File: config.mk
export PLATFORM = sky130hd
export DESIGN_NAME = muldiv_seq_flat
export DESIGN_NICKNAME = d
export VERILOG_FILES = /design/src/rtl/muldiv_seq_if.sv /design/src/rtl/muldiv_seq.sv /design/src/flat_wrapper.sv
export SDC_FILE = /design/constraint.sdc
export NUM_CORES = 1
export LEC_CHECK = 0
export ABC_AREA = 0
export ABC_CLOCK_PERIOD_IN_PS = 6000
export CORE_ASPECT_RATIO = 1.5
export CORE_MARGIN = 8
export CORE_UTILIZATION = 25
export CTS_CLUSTER_SIZE = 16
export DETAILED_ROUTE_END_ITERATION = 7
export PLACE_DENSITY_LB_ADDON = 0.15
export SLEW_MARGIN = 10
export SYNTH_ARGS = -nofsm -noshare
export SYNTH_HDL_FRONTEND = slang
export SYNTH_SLANG_ARGS = --single-unit
File: constraint.sdc
create_clock -name clk -period 6 [get_ports clk]
set_input_delay 0.9 -clock clk [delete_from_list [all_inputs] [get_ports clk]]
set_output_delay 0.9 -clock clk [all_outputs]
set_load 0.02 [all_outputs]
File: src/rtl/muldiv_seq_if.sv
// Request/response bundle between the execute stage and the multi-cycle mul/div sequencer.
// The master modport is the pipeline side; the slave modport is the sequencer.
interface muldiv_seq_if #(
   parameter int unsigned XLEN = 32
);
   logic            req_valid;
   logic            req_ready;
   logic [2:0]      funct3;
   logic [XLEN-1:0] op1;
   logic [XLEN-1:0] op2;
   logic            flush;
   logic            resp_valid;
   logic [XLEN-1:0] resp_result;
   logic            busy;

   modport master (
      output req_valid, funct3, op1, op2, flush,
      input  req_ready, resp_valid, resp_result, busy
   );

   modport slave (
      input  req_valid, funct3, op1, op2, flush,
      output req_ready, resp_valid, resp_result, busy
   );
endinterface

File: src/rtl/muldiv_seq.sv
// RV32M multiply/divide sequencer: one shared unsigned shift-add / restoring-divide core,
// one iteration per cycle for XLEN cycles, with sign fix-up and single-cycle special cases.
module muldiv_seq #(
   parameter int unsigned XLEN = 32
) (
   input  logic       clk,
   input  logic       rst_n,
   muldiv_seq_if.slave bus
);
   localparam int unsigned CW = $clog2(XLEN);
   localparam logic [XLEN-1:0] SMIN = {1'b1, {(XLEN-1){1'b0}}};

   typedef enum logic [1:0] {IDLE, CALC, DONE} state_t;

   state_t            state;
   logic [CW-1:0]     cnt;
   logic [2*XLEN-1:0] acc;
   logic [XLEN-1:0]   b;
   logic [2:0]        fn;
   logic              neg;

   logic              a_signed_op, b_signed_op, a_neg, b_neg;
   logic [XLEN-1:0]   a_abs, b_abs;
   logic              div_zero, div_ovf, special;
   logic [XLEN-1:0]   special_res;

   logic [XLEN:0]     mul_sum, div_shift, div_diff;
   logic              div_ge;
   logic [XLEN-1:0]   div_rem, div_val;
   logic [2*XLEN-1:0] acc_next, prod;
   logic [XLEN-1:0]   calc_res;

   // Accept-cycle decode: operand magnitudes, sign flags and the no-iteration cases.
   always_comb begin
      a_signed_op = (bus.funct3 == 3'd1) || (bus.funct3 == 3'd2) ||
                    (bus.funct3 == 3'd4) || (bus.funct3 == 3'd6);
      b_signed_op = (bus.funct3 == 3'd1) || (bus.funct3 == 3'd4) || (bus.funct3 == 3'd6);
      a_neg       = a_signed_op & bus.op1[XLEN-1];
      b_neg       = b_signed_op & bus.op2[XLEN-1];
      a_abs       = a_neg ? -bus.op1 : bus.op1;
      b_abs       = b_neg ? -bus.op2 : bus.op2;
      div_zero    = bus.funct3[2] && (bus.op2 == '0);
      div_ovf     = bus.funct3[2] && !bus.funct3[0] && (bus.op1 == SMIN) && (bus.op2 == '1);
      special     = div_zero || div_ovf;
      special_res = '0;
      if (div_zero)
         special_res = bus.funct3[1] ? bus.op1 : '1;
      else if (div_ovf)
         special_res = bus.funct3[1] ? '0 : bus.op1;
   end

   // acc holds {partial product high, multiplier} for multiply and {remainder, quotient} for divide.
   always_comb begin
      mul_sum   = {1'b0, acc[2*XLEN-1:XLEN]} + (acc[0] ? {1'b0, b} : '0);
      div_shift = {acc[2*XLEN-1:XLEN], acc[XLEN-1]};
      div_ge    = div_shift >= {1'b0, b};
      div_diff  = div_shift - {1'b0, b};
      div_rem   = div_ge ? div_diff[XLEN-1:0] : div_shift[XLEN-1:0];
      acc_next  = fn[2] ? {div_rem, acc[XLEN-2:0], div_ge} : {mul_sum, acc[XLEN-1:1]};
      prod      = neg ? -acc_next : acc_next;
      div_val   = fn[1] ? acc_next[2*XLEN-1:XLEN] : acc_next[XLEN-1:0];
      if (fn[2])
         calc_res = neg ? -div_val : div_val;
      else if (fn[1:0] != 2'd0)
         calc_res = prod[2*XLEN-1:XLEN];
      else
         calc_res = prod[XLEN-1:0];
   end

   always_ff @(posedge clk) begin
      if (!rst_n) begin
         state           <= IDLE;
         cnt             <= '0;
         acc             <= '0;
         b               <= '0;
         fn              <= '0;
         neg             <= 1'b0;
         bus.req_ready   <= 1'b1;
         bus.busy        <= 1'b0;
         bus.resp_valid  <= 1'b0;
         bus.resp_result <= '0;
      end else begin
         bus.resp_valid <= 1'b0;
         case (state)
            IDLE: begin
               if (bus.req_valid && !bus.flush) begin
                  fn            <= bus.funct3;
                  // Remainder takes the dividend's sign; everything else the xor of both.
                  neg           <= (bus.funct3 == 3'd6) ? a_neg : (a_neg ^ b_neg);
                  bus.req_ready <= 1'b0;
                  bus.busy      <= 1'b1;
                  if (special) begin
                     bus.resp_result <= special_res;
                     bus.resp_valid  <= 1'b1;
                     state           <= DONE;
                  end else begin
                     acc   <= {{XLEN{1'b0}}, (bus.funct3[2] ? a_abs : b_abs)};
                     b     <= bus.funct3[2] ? b_abs : a_abs;
                     cnt   <= CW'(XLEN - 1);
                     state <= CALC;
                  end
               end
            end
            CALC: begin
               if (bus.flush) begin
                  state         <= IDLE;
                  bus.req_ready <= 1'b1;
                  bus.busy      <= 1'b0;
               end else begin
                  acc <= acc_next;
                  cnt <= cnt - 1'b1;
                  if (cnt == '0) begin
                     bus.resp_result <= calc_res;
                     bus.resp_valid  <= 1'b1;
                     state           <= DONE;
                  end
               end
            end
            default: begin
               state         <= IDLE;
               bus.req_ready <= 1'b1;
               bus.busy      <= 1'b0;
            end
         endcase
      end
   end
endmodule

File: src/flat_wrapper.sv
// flat-port wrapper written by rule: the top's interface ports become plain ports
module muldiv_seq_flat 
#(
   parameter int unsigned XLEN = 32
)
  (clk, rst_n, bus_req_valid, bus_funct3, bus_op1, bus_op2, bus_flush, bus_req_ready, bus_resp_valid, bus_resp_result, bus_busy);
  muldiv_seq_if #(.XLEN(XLEN)) bus_i ();
  input  logic clk;
  input  logic rst_n;
  input wire logic [$bits(bus_i.req_valid)-1:0] bus_req_valid;
  input wire logic [$bits(bus_i.funct3)-1:0] bus_funct3;
  input wire logic [$bits(bus_i.op1)-1:0] bus_op1;
  input wire logic [$bits(bus_i.op2)-1:0] bus_op2;
  input wire logic [$bits(bus_i.flush)-1:0] bus_flush;
  output wire logic [$bits(bus_i.req_ready)-1:0] bus_req_ready;
  output wire logic [$bits(bus_i.resp_valid)-1:0] bus_resp_valid;
  output wire logic [$bits(bus_i.resp_result)-1:0] bus_resp_result;
  output wire logic [$bits(bus_i.busy)-1:0] bus_busy;
  assign bus_i.req_valid = bus_req_valid;
  assign bus_i.funct3 = bus_funct3;
  assign bus_i.op1 = bus_op1;
  assign bus_i.op2 = bus_op2;
  assign bus_i.flush = bus_flush;
  assign bus_req_ready = bus_i.req_ready;
  assign bus_resp_valid = bus_i.resp_valid;
  assign bus_resp_result = bus_i.resp_result;
  assign bus_busy = bus_i.busy;
  muldiv_seq #(.XLEN(XLEN)) u_core (.clk(clk), .rst_n(rst_n), .bus(bus_i));
endmodule
## After elaboration in Yosys (flattened, before gate mapping)

Index checks and enable logic that the tools add are counted.
Widths: inputs -> output; s select.

- Register bits: 142
- Bits of input ports: 71
- Output and inout bits: 35
- Logic and storage cells: 106

- $add $sub $neg: 7
- $lt $le $gt $ge: 1
- Eq/ne operators: 14
- Muxes and demuxes: 46
- Bitwise operators: 4
- Reduce and logical (&&, ||, !) cells: 24

Operators by type and width:

| kind | count |
|---|---|
| $mux 32 | 18 |
| $mux 64 | 5 |
| $pmux 64 s2 | 1 |
| $neg 32->32 | 3 |
| $eq 32x32->1 const B | 2 |
| $neg 64->64 | 1 |
| $pmux 32 s2 | 1 |
| $add 32x32->33 | 1 |
| $ge 33x32->1 | 1 |
| $logic_not 32->1 | 1 |
| $sub 32x32->32 | 1 |
| $mux 5 | 3 |
| $pmux 5 s2 | 1 |
| $mux 1 | 9 |
| $mux 2 | 4 |
| $eq 3x3->1 const B | 2 |
| $logic_or 1x1->1 | 6 |
| $ne 2x1->1 const B | 3 |
| $ne 2x2->1 const B | 3 |
| $pmux 1 s2 | 3 |
| $reduce_and 2->1 | 3 |
| $logic_and 1x1->1 | 5 |
| $logic_not 5->1 | 1 |
| $reduce_and 5->1 | 1 |
| other kinds (14) | 17 |

## Logic depth before layout (Yosys ltp)

- Depth in word-level cells: 10
- Gate-level depth with buffers: 23
- Depth with buffers taken out: 20

## Worst setup path before layout

OpenSTA, ideal clock, no wires.

- Path kind: reg2reg
- Start: reg u_core.acc[31]
- End: reg u_core.bus.resp_result[31]
- Setup time: 116 ps
- Data arrival time: 4357 ps
- Data required time: 5884 ps
- Setup slack: 1527 ps
- Cell stages (with the launch flop): 18
- Buffers on the path: 0
- Period minus slack after synthesis: 4473 ps
- Cell sequence: dfxtp_1 > inv_1 > ha_1 > inv_1 > fa_1 > a21o_1 > a221o_2 > o22ai_1 > o31ai_1 > xnor2_1 > mux2_4 > mux4_2 > or4_4 > nand4b_1 > or2_2 > o31a_1 > xnor2_1 > a31o_2

- Word-level cells in the longest chain between the ends: 10
- Elaborated cells on any way between the ends: 14
- Classes of those cells: add/sub (3); order compare (1); mux (10)

Ends and longest elaborated chain:

| item | RTL line | source |
|---|---|---|
| from (decl) | muldiv_seq.sv:17 | `logic [2*XLEN-1:0] acc;` |
| from (signal assigned) | muldiv_seq.sv:97 | `acc <= {{XLEN{1'b0}}, (bus.funct3[2] ? a_abs : b_abs)};` |
| from (signal assigned) | muldiv_seq.sv:110 | `acc <= acc_next;` |
| $sub 32x32->32 / $ge 33x32->1 (equally long branches) | muldiv_seq.sv:57, muldiv_seq.sv:56 |  |
| $mux 32 | muldiv_seq.sv:58 | `div_rem = div_ge ? div_diff[XLEN-1:0] : div_shift[XLEN-1:0];` |
| $mux 64 (*) | muldiv_seq.sv:59 | `acc_next = fn[2] ? {div_rem, acc[XLEN-2:0], div_ge} : {mul_sum, acc[XLEN-1:1]};` |
| $neg 64->64 / $mux 32 (equally long branches) | muldiv_seq.sv:60, muldiv_seq.sv:61 |  |
| $mux 64 / $neg 32->32 (equally long branches) | muldiv_seq.sv:60, muldiv_seq.sv:63 |  |
| $mux 32, on equally long branches | muldiv_seq.sv:64, muldiv_seq.sv:63 |  |
| $mux 32 (*) | muldiv_seq.sv:62 | `if (fn[2])` |
| $mux 32 (*) | muldiv_seq.sv:112 | `if (cnt == '0) begin` |
| $mux 32 (*) | muldiv_seq.sv:105 | `if (bus.flush) begin` |
| $pmux 32 s2 (*) | muldiv_seq.sv:84 | `case (state)` |
| to (signal assigned) | muldiv_seq.sv:93 | `bus.resp_result <= special_res;` |
| to (signal assigned) | muldiv_seq.sv:113 | `bus.resp_result <= calc_res;` |
| to (decl) | muldiv_seq_if.sv:23 | `output req_ready, resp_valid, resp_result, busy` |

Every way passes the cells marked *; elsewhere a longest branch is shown, timed or not. The select of a mux whose other input is x is not followed.
A chain may end at the register's enable or synchronous reset.

## Worst setup path after layout

- Start: reg u_core.acc[0]
- End: reg u_core.bus.resp_result[31]

- Word-level cells in the longest chain between the ends: 10
- Elaborated cells on any way between the ends: 13
- Classes of those cells: add/sub (3); mux (10)

Ends and longest elaborated chain:

| item | RTL line | source |
|---|---|---|
| $mux 32 | muldiv_seq.sv:54 | `mul_sum = {1'b0, acc[2*XLEN-1:XLEN]} + (acc[0] ? {1'b0, b} : '0);` |
| $add 32x32->33 | muldiv_seq.sv:54 |  |
| $mux 64 (*) | muldiv_seq.sv:59 |  |
| $neg 64->64 / $mux 32 (equally long branches) | muldiv_seq.sv:60, muldiv_seq.sv:61 |  |
| $mux 64 / $neg 32->32 (equally long branches) | muldiv_seq.sv:60, muldiv_seq.sv:63 |  |
| $mux 32, on equally long branches | muldiv_seq.sv:64, muldiv_seq.sv:63 |  |
| $mux 32 (*) | muldiv_seq.sv:62 |  |
| $mux 32 (*) | muldiv_seq.sv:112 |  |
| $mux 32 (*) | muldiv_seq.sv:105 |  |
| $pmux 32 s2 (*) | muldiv_seq.sv:84 |  |

Marked as above.

==> metrics.md <==
| Metric | Value |
|---|---|
| Top FF cell, synth | `dfxtp_1` |
| Maximum vdd drop | `149 uV` |
| Core footprint | `68800 sq um` |
| Placer Congestion | `0.962` |
| CP Max Fanout | `17` |
| Post-cts resize count | `0` |
| Unrepaired setup endpoints after global routing | `no` |
| Worst slew pin tran | `1250 ps` |
| GRT Overall Usage | `0.217` |
| Synth top area cells | `dfxtp_1 (16%), nor2_1 (6.1%), o21ai_0 (5.6%)` |
| Placed cells | `3437` |
| Worst setup EP type | `register` |
| Root buf cell | `clkbuf_16` |
| WL/cell | `25.4 um` |
| Kind of critical path | `register to register` |
| TritonRoute pass-1 iters | `6` |
| CTS buffer count | `17` |
| Total negative slack | `0 ps` |
| Register bit count reported by yosys | `142` |
| Leading cell type in the layout, fill and taps excluded | `nor2_1` |
| Total grt overflow | `0` |
| Cell count after synthesis | `2508` |
| Die width | `231 um` |
| Post-place setup slack | `565 ps` |
| Fin. Hold Viols | `0` |
| Cell Area, Synth | `17300 sq um` |
| Layout overhead on the synthesized area | `16.4%` |
| Setup Fix Bufs, Post-CTS | `0` |
| Ant diodes | `0` |
| Post-synth top area share | `0.164` |
| Die H | `338 um` |
| Status | `finished clean` |
| Yosys warnings | `0` |
| Setup Viol. Count Final | `0` |
| Post-synth ARST share | `0` |
| Pins over their slew limit | `0` |
| Reg clk slew, reported paths | `70 ps` |
| Initial DRC count | `1557` |
| Post-synth top area cell | `dfxtp_1` |
| Die ar. | `78100 sq um` |
| Startpoint Class | `register` |
| Initial core utilization | `0.252` |
| Hold buffer count at cts | `0` |
| Largest net degree at the start of global routing | `75` |
| Pleak | `7.53 nW` |
| PwrDens | `191 nW/um^2` |
| Antenna Violating Nets Remaining | `0` |
| I/O pins | `106` |
| Max_cap viols | `0` |
| Critical path required time | `6360 ps` |
| Initial antenna violation count | `0` |
| Post-synth EDFFs | `0` |
| Fin cells | `3468` |
| Layout Utilization | `0.293` |
| Hold Crit Class | `register to register` |
| CTS tree | `built` |
| Skew-Pair Late Insertion Delay | `460 ps` |
| CTS max path bufs | `2` |
| Num rows | `118` |
| Via count | `19800` |
| Avg Inst Size Synth | `6.91 sq um` |
| First-pass GRT wire length | `129000 um` |
| Nets | `2700` |
| Setup WS post-layout | `512 ps` |
| Via density per instance | `5.71` |
| Filler cells | `7657` |
| Sink Count | `142` |
| Netlist cell types | `105` |
| Share of layout cells above drive strength 1 | `0.0826` |
| CTS H-tree depth | `4` |
| Final Cycle Share | `0.915` |
| DRC Markers | `0` |
| Sequential share of the synthesized area | `0.164` |
| DP HPWL | `71100 um` |
| Min Tclk post-route | `5490 ps` |
| Number of port buffers | `105` |
| Max Clk Rate | `182 MHz` |
| Worst Path Arrival | `5840 ps` |
| Clock Skew | `14.0 ps` |
| Commonest non-fill, non-tap cells in the layout | `nor2_1 (279), nand2_1 (237), o21ai_0 (193), a21oi_1 (190), dfxtp_1 (140)` |
| Syn_nets | `2652` |
| Vias in the first global route | `19300` |
| Final hold slack | `467 ps` |
| WL final | `88000 um` |
| Slew HR | `0.164` |
## sequential cells by signal, indices dropped and copies added (netlist names)
register	cells
u_core.bus.resp_result	32
u_core.state	2
u_core.neg	1
u_core.bus.busy	1
u_core.bus.resp_valid	1
u_core.b	32
u_core.bus.req_ready	1
u_core.cnt	5
u_core.acc	64
u_core.fn	3
## cell families after synthesis
family                   after synthesis  synth area share
AO/OA/AOI/OAI                        869             0.336
XOR/XNOR                             141            0.0713
adder cells (fa/ha/maj)               73            0.0536
buffers and inverters                257            0.0602
flip-flops                           142             0.164
multiplexers                          86            0.0517
AND/OR/NAND/NOR                      940             0.263
## path summary, 6_finish.rpt
kind,start,endpoint,slack [ps],depth (start not counted)
max,u_core.acc[0],u_core.bus.resp_result[31],510,20
min,u_core.b[16],u_core.b[16],470,2
max reg2reg,u_core.acc[0],u_core.bus.resp_result[31],510,20
min reg2reg,u_core.b[16],u_core.b[16],470,2
## cell usage after synthesis (8+ instances only)
| cell | instances |
|---|---|
| o21ai_0 | 194 |
| and2_1 | 54 |
| o21a_1 | 21 |
| or2_2 | 10 |
| mux2_2 | 14 |
| a31o_2 | 11 |
| a211oi_1 | 43 |
| mux2i_1 | 70 |
| a21oi_1 | 190 |
| o31ai_1 | 37 |
| a211o_1 | 8 |
| o211a_1 | 8 |
| or3_1 | 28 |
| dfxtp_1 | 142 |
| and4_1 | 8 |
| nand2b_1 | 24 |
| o221ai_1 | 10 |
| a22oi_1 | 30 |
| a31oi_1 | 47 |
| xnor2_1 | 80 |
| a311oi_1 | 11 |
| inv_1 | 79 |
| o41ai_1 | 16 |
| clkbuf_1 | 132 |
| nor2_1 | 280 |
| o22ai_1 | 14 |
| ha_1 | 71 |
| nor3b_1 | 10 |
| buf_4 | 8 |
| buf_2 | 20 |
| nand4_1 | 36 |
| nand2_1 | 237 |
| a21o_1 | 42 |
| nand3_1 | 72 |
| and3_1 | 30 |
| buf_1 | 11 |
| nor3_1 | 70 |
| o211ai_1 | 75 |
| nor4_1 | 17 |
| or4_1 | 11 |
| xor2_1 | 61 |
| nor2b_1 | 15 |
## layer usage
| layer | GRT usage | up-vias | wire length (um) |
|---|---|---|---|
| met5 | 0 | - | 0 |
| met4 | 0.112 | 0 | 4620 |
| met3 | 0.0196 | 159 | 3400 |
| met2 | 0.393 | 692 | 44800 |
| met1 | 0.249 | 9526 | 35200 |
| li1 | - | 9408 | - |
## where the power goes
| group | internal [W] | switching, W | total, W |
|---|---|---|---|
| clock network | 0.000642 | 0.000493 | 0.00113 |
| registers | 0.000992 | 0.0000707 | 0.00106 |
| logic | 0.000587 | 0.00107 | 0.00166 |
| total | 0.00222 | 0.00164 | 0.00386 |
## stage by stage
stage,area [sq um],total power (W)
3_3_place_gp,19600,0.00273
4_1_cts,20200,0.00386
2_1_floorplan,17300,0.00208
5_1_grt,20200,0.00404
6_report,20200,0.00386
3_5_place_dp,19600,0.00272
## worst max-delay path, cell delays in order (launching register included)
cell       delay, ps
dfxtp_1          430
buf_4            250
buf_4            250
and2_1           160
ha_1             340
a21oi_1          270
o211ai_1         190
a2111oi_0        450
or4b_2           620
o211ai_1         160
a311oi_1          90
buf_4            200
nor4b_1          280
buf_4            170
nand4_1          150
buf_4            190
o41ai_1          480
buf_4            210
xor2_1           150
a22oi_1           90
a31o_2           220
## area by class of cell
type / instances / area, sq um / share of cell area
clock inverters: 10 / 115 / 0.00571
multi-input cells: 2109 / 13500 / 0.668
inverters: 83 / 313 / 0.0155
well taps: 900 / 1130 / 0.0558
repair buffers: 203 / 1820 / 0.0902
flip-flops and latches: 142 / 2850 / 0.141
clock buffers: 21 / 470 / 0.0233
Note: power is estimated with default switching activity, not from simulation.
